`config.mk`:
```
export PLATFORM = sky130hd
export DESIGN_NAME = dtc_share_sched
export DESIGN_NICKNAME = d
export VERILOG_FILES = /design/src/rtl/dtc_share_sched.sv
export SDC_FILE = /design/constraint.sdc
export NUM_CORES = 1
export LEC_CHECK = 0
export ABC_CLOCK_PERIOD_IN_PS = 4700
export BUFFER_PORTS_ARGS = -buffer_cell sky130_fd_sc_hd__buf_2
export CAP_MARGIN = 20
export CORE_MARGIN = 1
export CORE_UTILIZATION = 54
export DETAILED_ROUTE_END_ITERATION = 7
export PLACE_DENSITY = 0.92
export SETUP_SLACK_MARGIN = 0.05
export SLEW_MARGIN = 20
export SYNTH_ARGS = -nofsm -noshare
export SYNTH_HDL_FRONTEND = slang
export SYNTH_SLANG_ARGS = --single-unit
```
`constraint.sdc`:
```
create_clock -name clk -period 4.7 [get_ports clk]
set_clock_uncertainty 0.1 [all_clocks]
set_input_delay 0.94 -clock clk [delete_from_list [all_inputs] [get_ports clk]]
set_output_delay 0.94 -clock clk [all_outputs]
set_load 0.005 [all_outputs]
```
`src/rtl/dtc_share_sched.sv`:
```
// dtc_share_sched
//   Time-shares one decision-tree classifier among N_REQ feature producers.
//   A round-robin arbiter picks one requester at a time, the feature is held
//   on cls_inp while the classifier settles (CLS_LAT extra cycles), and the
//   thermometer code coming back is registered together with its decoded
//   class index and a malformed-code flag. The response is held under
//   valid/ready backpressure; delivered responses and delivered errors are
//   counted.
//
// Ports
//   clk, rst      clock (rising edge) and synchronous active-high reset
//   req_valid     per-requester feature valid
//   req_data      packed features, requester i on bits [7*i+6:7*i]
//   req_ready     one-hot accept strobe (IDLE only), else all zero
//   cls_inp       feature presented to the shared classifier
//   cls_outp      thermometer code returned by the classifier
//   resp_valid    response available
//   resp_ready    response consumer ready
//   resp_id       index of the requester the response belongs to
//   resp_code     raw classifier code
//   resp_class    number of ones in resp_code
//   resp_err      resp_code is not of the form 0..01..1
//   busy          scheduler is not idle
//   cnt_done      delivered responses, wrapping
//   cnt_err       delivered responses with resp_err set, saturating
module dtc_share_sched #(
    parameter int N_REQ   = 4,
    parameter int CLS_LAT = 0,
    parameter int CNT_W   = 16,
    localparam int IDW    = (N_REQ > 1) ? $clog2(N_REQ) : 1
) (
    input  logic               clk,
    input  logic               rst,
    input  logic [N_REQ-1:0]   req_valid,
    input  logic [N_REQ*7-1:0] req_data,
    output logic [N_REQ-1:0]   req_ready,
    output logic [6:0]         cls_inp,
    input  logic [6:0]         cls_outp,
    output logic               resp_valid,
    input  logic               resp_ready,
    output logic [IDW-1:0]     resp_id,
    output logic [6:0]         resp_code,
    output logic [2:0]         resp_class,
    output logic               resp_err,
    output logic               busy,
    output logic [CNT_W-1:0]   cnt_done,
    output logic [CNT_W-1:0]   cnt_err
);

    typedef enum logic [1:0] {
        IDLE = 2'd0,
        EVAL = 2'd1,
        RESP = 2'd2
    } state_t;

    state_t         state;
    logic [IDW-1:0] last_grant;
    logic [IDW-1:0] win_id;
    logic           win_found;
    logic [6:0]     win_data;
    logic [6:0]     in_reg;
    logic [2:0]     wait_cnt;
    int             scan_idx;

    // Number of ones in a 7-bit code.
    function automatic logic [2:0] popcount7(input logic [6:0] c);
        logic [2:0] n;
        n = 3'd0;
        for (int i = 0; i < 7; i++) begin
            n = n + {2'b00, c[i]};
        end
        return n;
    endfunction

    // A legal thermometer code is 0..01..1; adding one to it yields a single
    // power of two with no bits in common with the code itself.
    function automatic logic thermo_err(input logic [6:0] c);
        return (c & (c + 7'd1)) != 7'd0;
    endfunction

    function automatic logic [CNT_W-1:0] sat_inc(input logic [CNT_W-1:0] v);
        return (&v) ? v : v + CNT_W'(1);
    endfunction

    // Round-robin scan: walking the distances from N_REQ down to 1 lets the
    // nearest valid requester after last_grant overwrite any farther one.
    always_comb begin
        win_found = 1'b0;
        win_id    = '0;
        scan_idx  = 0;
        for (int k = N_REQ; k >= 1; k--) begin
            scan_idx = (int'(last_grant) + k) % N_REQ;
            if (req_valid[IDW'(scan_idx)]) begin
                win_found = 1'b1;
                win_id    = IDW'(scan_idx);
            end
        end
    end

    always_comb begin
        win_data = '0;
        for (int i = 0; i < N_REQ; i++) begin
            if (win_id == IDW'(i)) begin
                win_data = req_data[7*i +: 7];
            end
        end
    end

    // The accept strobe is suppressed while reset is asserted so that no
    // handshake can appear to complete in a cycle that is being discarded.
    always_comb begin
        req_ready = '0;
        if (state == IDLE && !rst && win_found) begin
            req_ready[win_id] = 1'b1;
        end
    end

    assign cls_inp    = in_reg;
    assign resp_valid = (state == RESP);
    assign busy       = (state != IDLE);

    always_ff @(posedge clk) begin
        if (rst) begin
            state      <= IDLE;
            last_grant <= IDW'(N_REQ - 1);
            in_reg     <= '0;
            wait_cnt   <= '0;
            resp_id    <= '0;
            resp_code  <= '0;
            resp_class <= '0;
            resp_err   <= 1'b0;
            cnt_done   <= '0;
            cnt_err    <= '0;
        end else begin
            case (state)
                IDLE: begin
                    if (win_found) begin
                        in_reg     <= win_data;
                        resp_id    <= win_id;
                        last_grant <= win_id;
                        wait_cnt   <= '0;
                        state      <= EVAL;
                    end
                end
                EVAL: begin
                    // cls_outp is trusted only once the classifier pipeline
                    // has seen the held feature for CLS_LAT full cycles.
                    if (wait_cnt == 3'(CLS_LAT)) begin
                        resp_code  <= cls_outp;
                        resp_class <= popcount7(cls_outp);
                        resp_err   <= thermo_err(cls_outp);
                        state      <= RESP;
                    end else begin
                        wait_cnt <= wait_cnt + 3'd1;
                    end
                end
                RESP: begin
                    if (resp_ready) begin
                        cnt_done <= cnt_done + CNT_W'(1);
                        if (resp_err) begin
                            cnt_err <= sat_inc(cnt_err);
                        end
                        state <= IDLE;
                    end
                end
                default: state <= IDLE;
            endcase
        end
    end

endmodule

```
==> flow_metrics.tcl, run 1 <==
set metrics [dict create \
    max-vdd-ir-drop_uv 259 \
    tns_ns 0 \
    max_freq_mhz 279 \
    ys_seq_area_share_pct 39.4 \
    timing.slew.headroom_pct 35.8 \
    cts_resized 0 \
    ys_async_sr_fraction_pct 0 \
    cts_hold_buf 0 \
    crit_arrival_ns 2.55 \
    fp.dieH_um 76.5 \
    htreeDepth 3 \
    drive_above_1_share_pct 28.7 \
    synth_fp_nets 411 \
    worstSetupEndpoint "req_ready[1]" \
    grt_overflow 0 \
    yosysWarnings 0 \
    path_cells "buf_2 -> nor3_4 -> nand2b_1 -> nor2_1 -> buf_2" \
    finalSetupViolCount 0 \
    leakage_nw 1.62 \
    r2r-start "state[0]$_SDFFE_PP0P_" \
    row_count 26 \
    synthTopCellsByArea "dfxtp_1 39%, nor2_1 7.3%, nand2_1 5.8%, xnor2_1 5.6%, xor2_1 3.5%" \
    cpMaxStageDelayCell "nor3_4" \
    ys_ff_latch 59 \
    ios 100 \
    rsz0062_at_grt "no" \
    p_sw_mw 0.300 \
    antenna_found_initial 0 \
    p_clk_share_pct 39.6 \
    grt_max_degree 55 \
    finalCritPeriodShare_pct 76.3 \
    synth_cells 359 \
    cpMostUsedCell "buf_2" \
    drc_errors 0 \
    postCtsSetupBuffers 0 \
    crit_fanout 54 \
    port_buffers 99 \
    areaGrowthSynthToFinish_pct 24.9 \
    ff2ff_path_depth 5 \
    cts_buffer_depth 2 \
    startpoint "rst" \
    die_w_um 76.5 \
    routed-via-count 2784 \
    start_util_pct 57.2 \
    via_per_inst 5.25 \
    cts_buffers 9 \
    synth_top_area_share_pct 39.4 \
    dieArea_sq_um 5850 \
    cp.required_ns 3.66 \
    path_class "in -> out" \
    cts_tree "done" \
    switching_share_pct 24.8 \
    tightest_slew_ns 0.963 \
    layout.cells.non_filler 530 \
    track_usage_pct 23.8 \
    postRouteAntennaNets 0 \
    clk_latency_ns 0.32 \
    finalHoldViolCount 0 \
    hp-class "reg -> reg" \
    fp.coreArea_sq_um 5240 \
    cp-end-kind "output port" \
    p_comb_share_pct 15.4 \
    hpwl_um 4850 \
    syn_avg_cell_area_sq_um 8.35 \
    powerDensity_nw_per_um2 324 \
    yosysTopAreaCell "dfxtp_1" \
    pwr-share-seq_pct 45.0 \
    root_buffer "clkbuf_8" \
    cap_viol_max_count 0 \
    mappedNetlistArea_sq_um 3000 \
    timing.hold.ws_ns 0.350 \
    r2r_slack_ns 2.53 \
    status "completed" \
    internal-power_mw 0.913 \
    drt_iter0_markers 109 \
    ys.flop_type "dfxtp_1" \
    wl_per_cell_um 12.6 \
    path_clk_slew_ns 0.06 \
    cts_sinks 59 \
    grt_pass1_vias 2618 \
    nNetsFinal 508 \
    period_needed_ns 3.59 \
    routed_wirelength_um 6660 \
    grt_first_pass_wirelength_um 11300 \
    ys_types 41 \
    reg2reg_to "cnt_err[14]$_SDFFE_PP0P_" \
    dp.cells 515 \
    worst_path_largest_cell_delay_ns 0.61 \
    slew_viol_final 0 \
    diodes 0 \
    gp_congestion 0.845 \
    start_kind "input port" \
    hold_depth 2 \
    dr.pass1.iters 4 \
    synth_edf_count 0 \
]
## through the flow
stage | power [mW] | area [sq um] | setup slack (ns) | utilization (%)
6_report | 1.21 | 3740 | 1.11 | 71.5
5_1_grt | 1.28 | 3740 | 0.885 | 71.5
4_1_cts | 1.22 | 3740 | 1.12 | 71.5
3_5_place_dp | 0.744 | 3530 | 1.13 | 67.4
3_3_place_gp | 0.735 | 3530 | 1.18 | 67.4
2_1_floorplan | 0.674 | 3000 | 1.55 | -
## logic make-up after synthesis
| group | count (synthesis) | share of synthesized area, % |
|---|---|---|
| AOI/OAI and AO/OA | 35 | 7.43 |
| adders and majority gates | 10 | 5.18 |
| xor gates and xnor gates | 31 | 9.06 |
| DFF | 59 | 39.4 |
| and+or+nand+nor | 178 | 29.3 |
| muxes | 16 | 5.63 |
| buffers and inverters | 30 | 4.01 |
## critical path, delay by kind of cell
family	cells	cell delay [ns]
buffers and inverters	2	0.53
AND/OR/NAND/NOR	3	1.06
## power by group through the flow
stage	sequential (mW)	clock [mW]	combinational [mW]
after floorplan	0.556	0	0.118
after global placement	0.555	0	0.180
after detailed placement	0.556	0	0.187
after CTS	0.545	0.491	0.189
after global routing	0.549	0.516	0.212
final	0.546	0.480	0.187
## metal layers
metal	track usage, %	routed length (um)	up-vias
met5	0	0	-
met4	8.65	42	0
met3	7.31	411	4
met2	40.7	3310	97
met1	27.9	2900	1281
li1	-	-	1402
## layout make-up
| cell class | count | area, sq um |
|---|---|---|
| Multi-Input combinational cell | 270 | 1700 |
| Fill cell | 423 | 1490 |
| Sequential cell | 59 | 1180 |
| Timing Repair Buffer | 101 | 510 |
| Clock buffer | 14 | 183 |
| Tap cell | 70 | 87.6 |
| Inverter | 15 | 56.3 |
| Clock inverter | 1 | 30.0 |
## sequential cells by signal, summed over array words and instances (netlist names)
name and cells:
cnt_done 16, cnt_err 16, cls_inp 7, resp_code 7, resp_class 3, wait_cnt 3, last_grant 2, resp_id 2
state 2, resp_err 1
## worst min path at each step
stage | slack (ns) | end | start
CTS | 0.35 | resp_code[5]$_SDFFE_PP0P_ | resp_code[5]$_SDFFE_PP0P_
floorplan | 0.35 | resp_class[0]$_SDFFE_PP0P_ | resp_class[0]$_SDFFE_PP0P_
detailed placement | 0.35 | resp_code[5]$_SDFFE_PP0P_ | resp_code[5]$_SDFFE_PP0P_
finish | 0.35 | resp_code[5]$_SDFFE_PP0P_ | resp_code[5]$_SDFFE_PP0P_
global placement | 0.34 | resp_code[0]$_SDFFE_PP0P_ | resp_code[0]$_SDFFE_PP0P_
global route | 0.37 | resp_code[6]$_SDFFE_PP0P_ | resp_code[6]$_SDFFE_PP0P_
## placed cells by master (no fill, tap or decap), types with 4 or more instances in the layout
cell type	count
mux2i_1	9
o211ai_1	7
inv_1	15
nand2_1	46
nand2b_1	5
fa_1	4
ha_1	6
buf_2	99
nand3_1	18
xnor2_1	19
a21oi_1	16
dfxtp_1	59
nor3_1	7
mux2_2	7
nand4_1	10
nor4_1	6
nor2b_1	4
xor2_1	12
clkbuf_8	13
nor2_1	58
## synthesized netlist by cell type (2+ instances only)
cell	count
mux2i_1	9
nor4b_1	2
a21o_1	2
mux2_2	7
nand3_1	18
fa_1	4
dfxtp_1	59
ha_1	6
nor3_1	7
xnor2_1	19
or2_2	3
nand4_1	10
xor2_1	12
nor3b_1	3
nor4_2	3
and4_1	2
and2_1	3
a21oi_1	16
o211ai_1	7
inv_1	15
nor2_1	58
nand4b_1	2
nor4_1	6
nand2b_1	5
nand2_1	46
clkbuf_1	11
o21ai_0	3
buf_2	3
nand3b_1	3
nor2b_1	4
Note: power is estimated with default switching activity, not from simulation.
==> run 2, diff against run 1 <==
- ABC_AREA: unset -> 1
- ABC_CLOCK_PERIOD_IN_PS: 4700 -> 3000
- CORE_UTILIZATION: 54 -> 47
- PLACE_DENSITY: 0.92 -> 0.84
- clock period: 4.7 -> 3 ns (I/O delays scaled with it)
==> run 2 against run 1 <==
Effect of this change: largest power group is now combinational logic; global-route usage fell by 2.5 points; flip-flop and latch count is the same; clock power up 61%; utilization fell by 9.5 points; first-iteration DRC count down 48%.
==> flow_metrics.tcl, run 2 <==
set metrics [dict create \
    ys_types 37 \
    grt_first_pass_wirelength_um 12400 \
    grt_pass1_vias 2955 \
    path_cells "buf_2 -> inv_1 -> fa_1 -> fa_1 -> inv_1 -> fa_1 -> fa_1 -> o21ai_0 -> nor2_1" \
    postRouteAntennaNets 0 \
    synth_edf_count 0 \
    track_usage_pct 21.3 \
    cpMaxStageDelayCell "fa_1" \
    die_w_um 85.1 \
    tightest_slew_ns 0.434 \
    ys.flop_type "dfxtp_1" \
    yosys-top-cells-count "106 x nand2_1, 59 x dfxtp_1, 52 x inv_1" \
    yosysMostFrequentCell "nand2_1" \
    cts_sinks 59 \
    timing.slew.headroom_pct 71.0 \
    ys_async_sr_fraction_pct 0 \
    postLayoutCoreUtil_pct 62.0 \
    cp.required_ns 3.12 \
    crit_fanout 2 \
    max_freq_mhz 372 \
    slew_viol_final 0 \
    htreeDepth 3 \
    finalSetupViolCount 0 \
    top_regs "cnt_done (16), cnt_err (16)" \
    fp.coreArea_sq_um 6490 \
    syn_avg_cell_area_sq_um 7.06 \
    rsz0062_at_grt "no" \
    powerDensity_nw_per_um2 689 \
    r2r_slack_ns 1.03 \
    cts_hold_buf 0 \
    fp.dieH_um 85.1 \
    ys_ff_latch 59 \
    multi_input_area_sq_um 1760 \
    routed_wirelength_um 7290 \
    port_buffers 99 \
    wl_per_cell_um 11.3 \
    via_per_inst 4.98 \
    gp_congestion 0.854 \
    crit_arrival_ns 2.81 \
    synth_fp_nets 512 \
    postCtsSetupBuffers 0 \
    ys_seq_area_share_pct 36.4 \
    nFillCells 610 \
    reg2reg_to "cnt_err[9]$_SDFFE_PP0P_" \
    layout_commonest_cell "nand2_1" \
    areaGrowthSynthToFinish_pct 24.0 \
    cap_viol_max_count 0 \
    leakage_nw 1.98 \
    startpoint "cls_outp[0]" \
    start_kind "input port" \
    root_buffer "clkbuf_8" \
    drive_above_1_share_pct 28.1 \
    worstSetupEndpoint "resp_class[1]$_SDFFE_PP0P_" \
    worst_path_largest_cell_delay_ns 0.49 \
    cts_resized 0 \
    dp_slack_ns -0.0268 \
    diodes 0 \
    dr.pass1.iters 4 \
    regArea_sq_um 1180 \
    max-vdd-ir-drop_uv 694 \
    row_count 29 \
    ios 100 \
    clk_latency_ns 0.33 \
    synth_cells 460 \
    mappedNetlistArea_sq_um 3250 \
    drc_errors 0 \
    routed-via-count 3223 \
    dieArea_sq_um 7250 \
    period_needed_ns 2.69 \
    cts_buffers 9 \
    synth_top_area_share_pct 36.4 \
    cp-end-kind "flop" \
    path_clk_slew_ns 0.07 \
    final_cell_mix "106 x nand2_1, 99 x buf_2, 58 x dfxtp_1, 52 x inv_1, 51 x nor2_1" \
    hpwl_um 5700 \
    finalHoldViolCount 0 \
    layout_setup_ws_ns 0.311 \
    synthTopCellsByArea "dfxtp_1 36%, nand2_1 12%, inv_1 6.0%, nor2_1 5.9%, a21oi_1 4.8%" \
    path_class "in -> reg" \
    hp-class "reg -> reg" \
    nNetsFinal 617 \
    cts_tree "done" \
    grt_overflow 0 \
    yosysTopAreaCell "dfxtp_1" \
    start_util_pct 50.0 \
    r2r-start "state[1]$_SDFFE_PP0P_" \
    yosysWarnings 0 \
    status "completed" \
    drt_iter0_markers 57 \
    cts_buffer_depth 2 \
    ff2ff_path_depth 11 \
    grt_max_degree 35 \
    finalCritPeriodShare_pct 89.6 \
    cpMostUsedCell "fa_1" \
    antenna_found_initial 0 \
]
-- run 2: cell types whose count changed in the layout (fill, tap and decap cells not counted), moves of 10 or more --
| cell | previous run | this run |
|---|---|---|
| nand2_1 | 46 | 106 |
| inv_1 | 15 | 52 |
| o21ai_0 | 3 | 31 |
| xnor2_1 | 19 | 3 |
| a21oi_1 | 16 | 31 |
| nand3_1 | 18 | 31 |
| nor2_2 | 0 | 10 |
-- run 2: worst max-delay path, delay by kind of cell --
| kind | cells | cell delay, ns |
|---|---|---|
| buffers and inverters | 3 | 0.20 |
| and+or+nand+nor | 1 | 0.06 |
| adders and majority gates | 4 | 1.79 |
| AOI/OAI and AO/OA | 1 | 0.17 |
-- run 2: per-stage QoR --
step / total power, mW / hold slack [ns] / TNS [ns] / cell area (sq um) / std cells
4_1_cts: 2.79 / 0.353 / 0 / 4030 / 647
5_1_grt: 3.00 / 0.381 / 0 / 4030 / 647
6_report: 2.77 / 0.351 / 0 / 4030 / 647
3_5_place_dp: 2.02 / 0.338 / -0.0268 / 3820 / 631
2_1_floorplan: 1.80 / 0.323 / 0 / 3250 / 460
3_3_place_gp: 1.98 / 0.334 / 0 / 3820 / 631
-- run 2: where the power goes --
part | internal, mW | switching, mW | leakage (nW)
logic | 0.389 | 0.673 | 1.39
clock network | 0.465 | 0.307 | 0.103
registers | 0.879 | 0.0609 | 0.480
total | 1.73 | 1.04 | 1.98
-- run 2: worst min-delay path by stage --
| stage | startpoint | end | slack (ns) | cells past startpoint |
|---|---|---|---|---|
| after global placement | cls_inp[6]$_SDFFE_PP0P_ | cls_inp[6]$_SDFFE_PP0P_ | 0.33 | 2 |
| after global routing | cls_inp[2]$_SDFFE_PP0P_ | cls_inp[2]$_SDFFE_PP0P_ | 0.38 | 2 |
| final | resp_id[0]$_SDFFE_PP0P_ | resp_id[0]$_SDFFE_PP0P_ | 0.35 | 2 |
| after detailed placement | resp_id[0]$_SDFFE_PP0P_ | resp_id[0]$_SDFFE_PP0P_ | 0.34 | 2 |
| after floorplan | wait_cnt[2]$_SDFFE_PP0P_ | wait_cnt[2]$_SDFFE_PP0P_ | 0.32 | 1 |
| after CTS | resp_id[0]$_SDFFE_PP0P_ | resp_id[0]$_SDFFE_PP0P_ | 0.35 | 2 |
-- run 2: per-layer routing --
| layer | part of all wire [%] | wire length (um) | up-vias | GRT usage, % |
|---|---|---|---|---|
| li1 | - | - | 1687 | - |
| met1 | 45 | 3280 | 1423 | 25.0 |
| met2 | 48 | 3480 | 102 | 37.5 |
| met3 | 5.8 | 422 | 11 | 5.35 |
| met4 | 1.6 | 114 | 0 | 8.01 |
| met5 | 0 | 0 | - | 0 |
-- run 2: kinds of logic after synthesis --
logic type,share of synthesized area [%]
AOI/OAI and AO/OA,11.6
buffers and inverters,9.36
and+or+nand+nor,35.4
adders and majority gates,4.78
DFF,36.4
xor gates and xnor gates,2.43
-- run 2: area by class of cell --
class                           count  area share, %
Inverter                           58           5.66
Clock buffer                       11           3.26
Sequential cell                    59           29.4
Multi-Input combinational cell    331           43.8
Clock inverter                      5           1.93
Timing Repair Buffer              106           13.6
Tap cell                           77           2.39
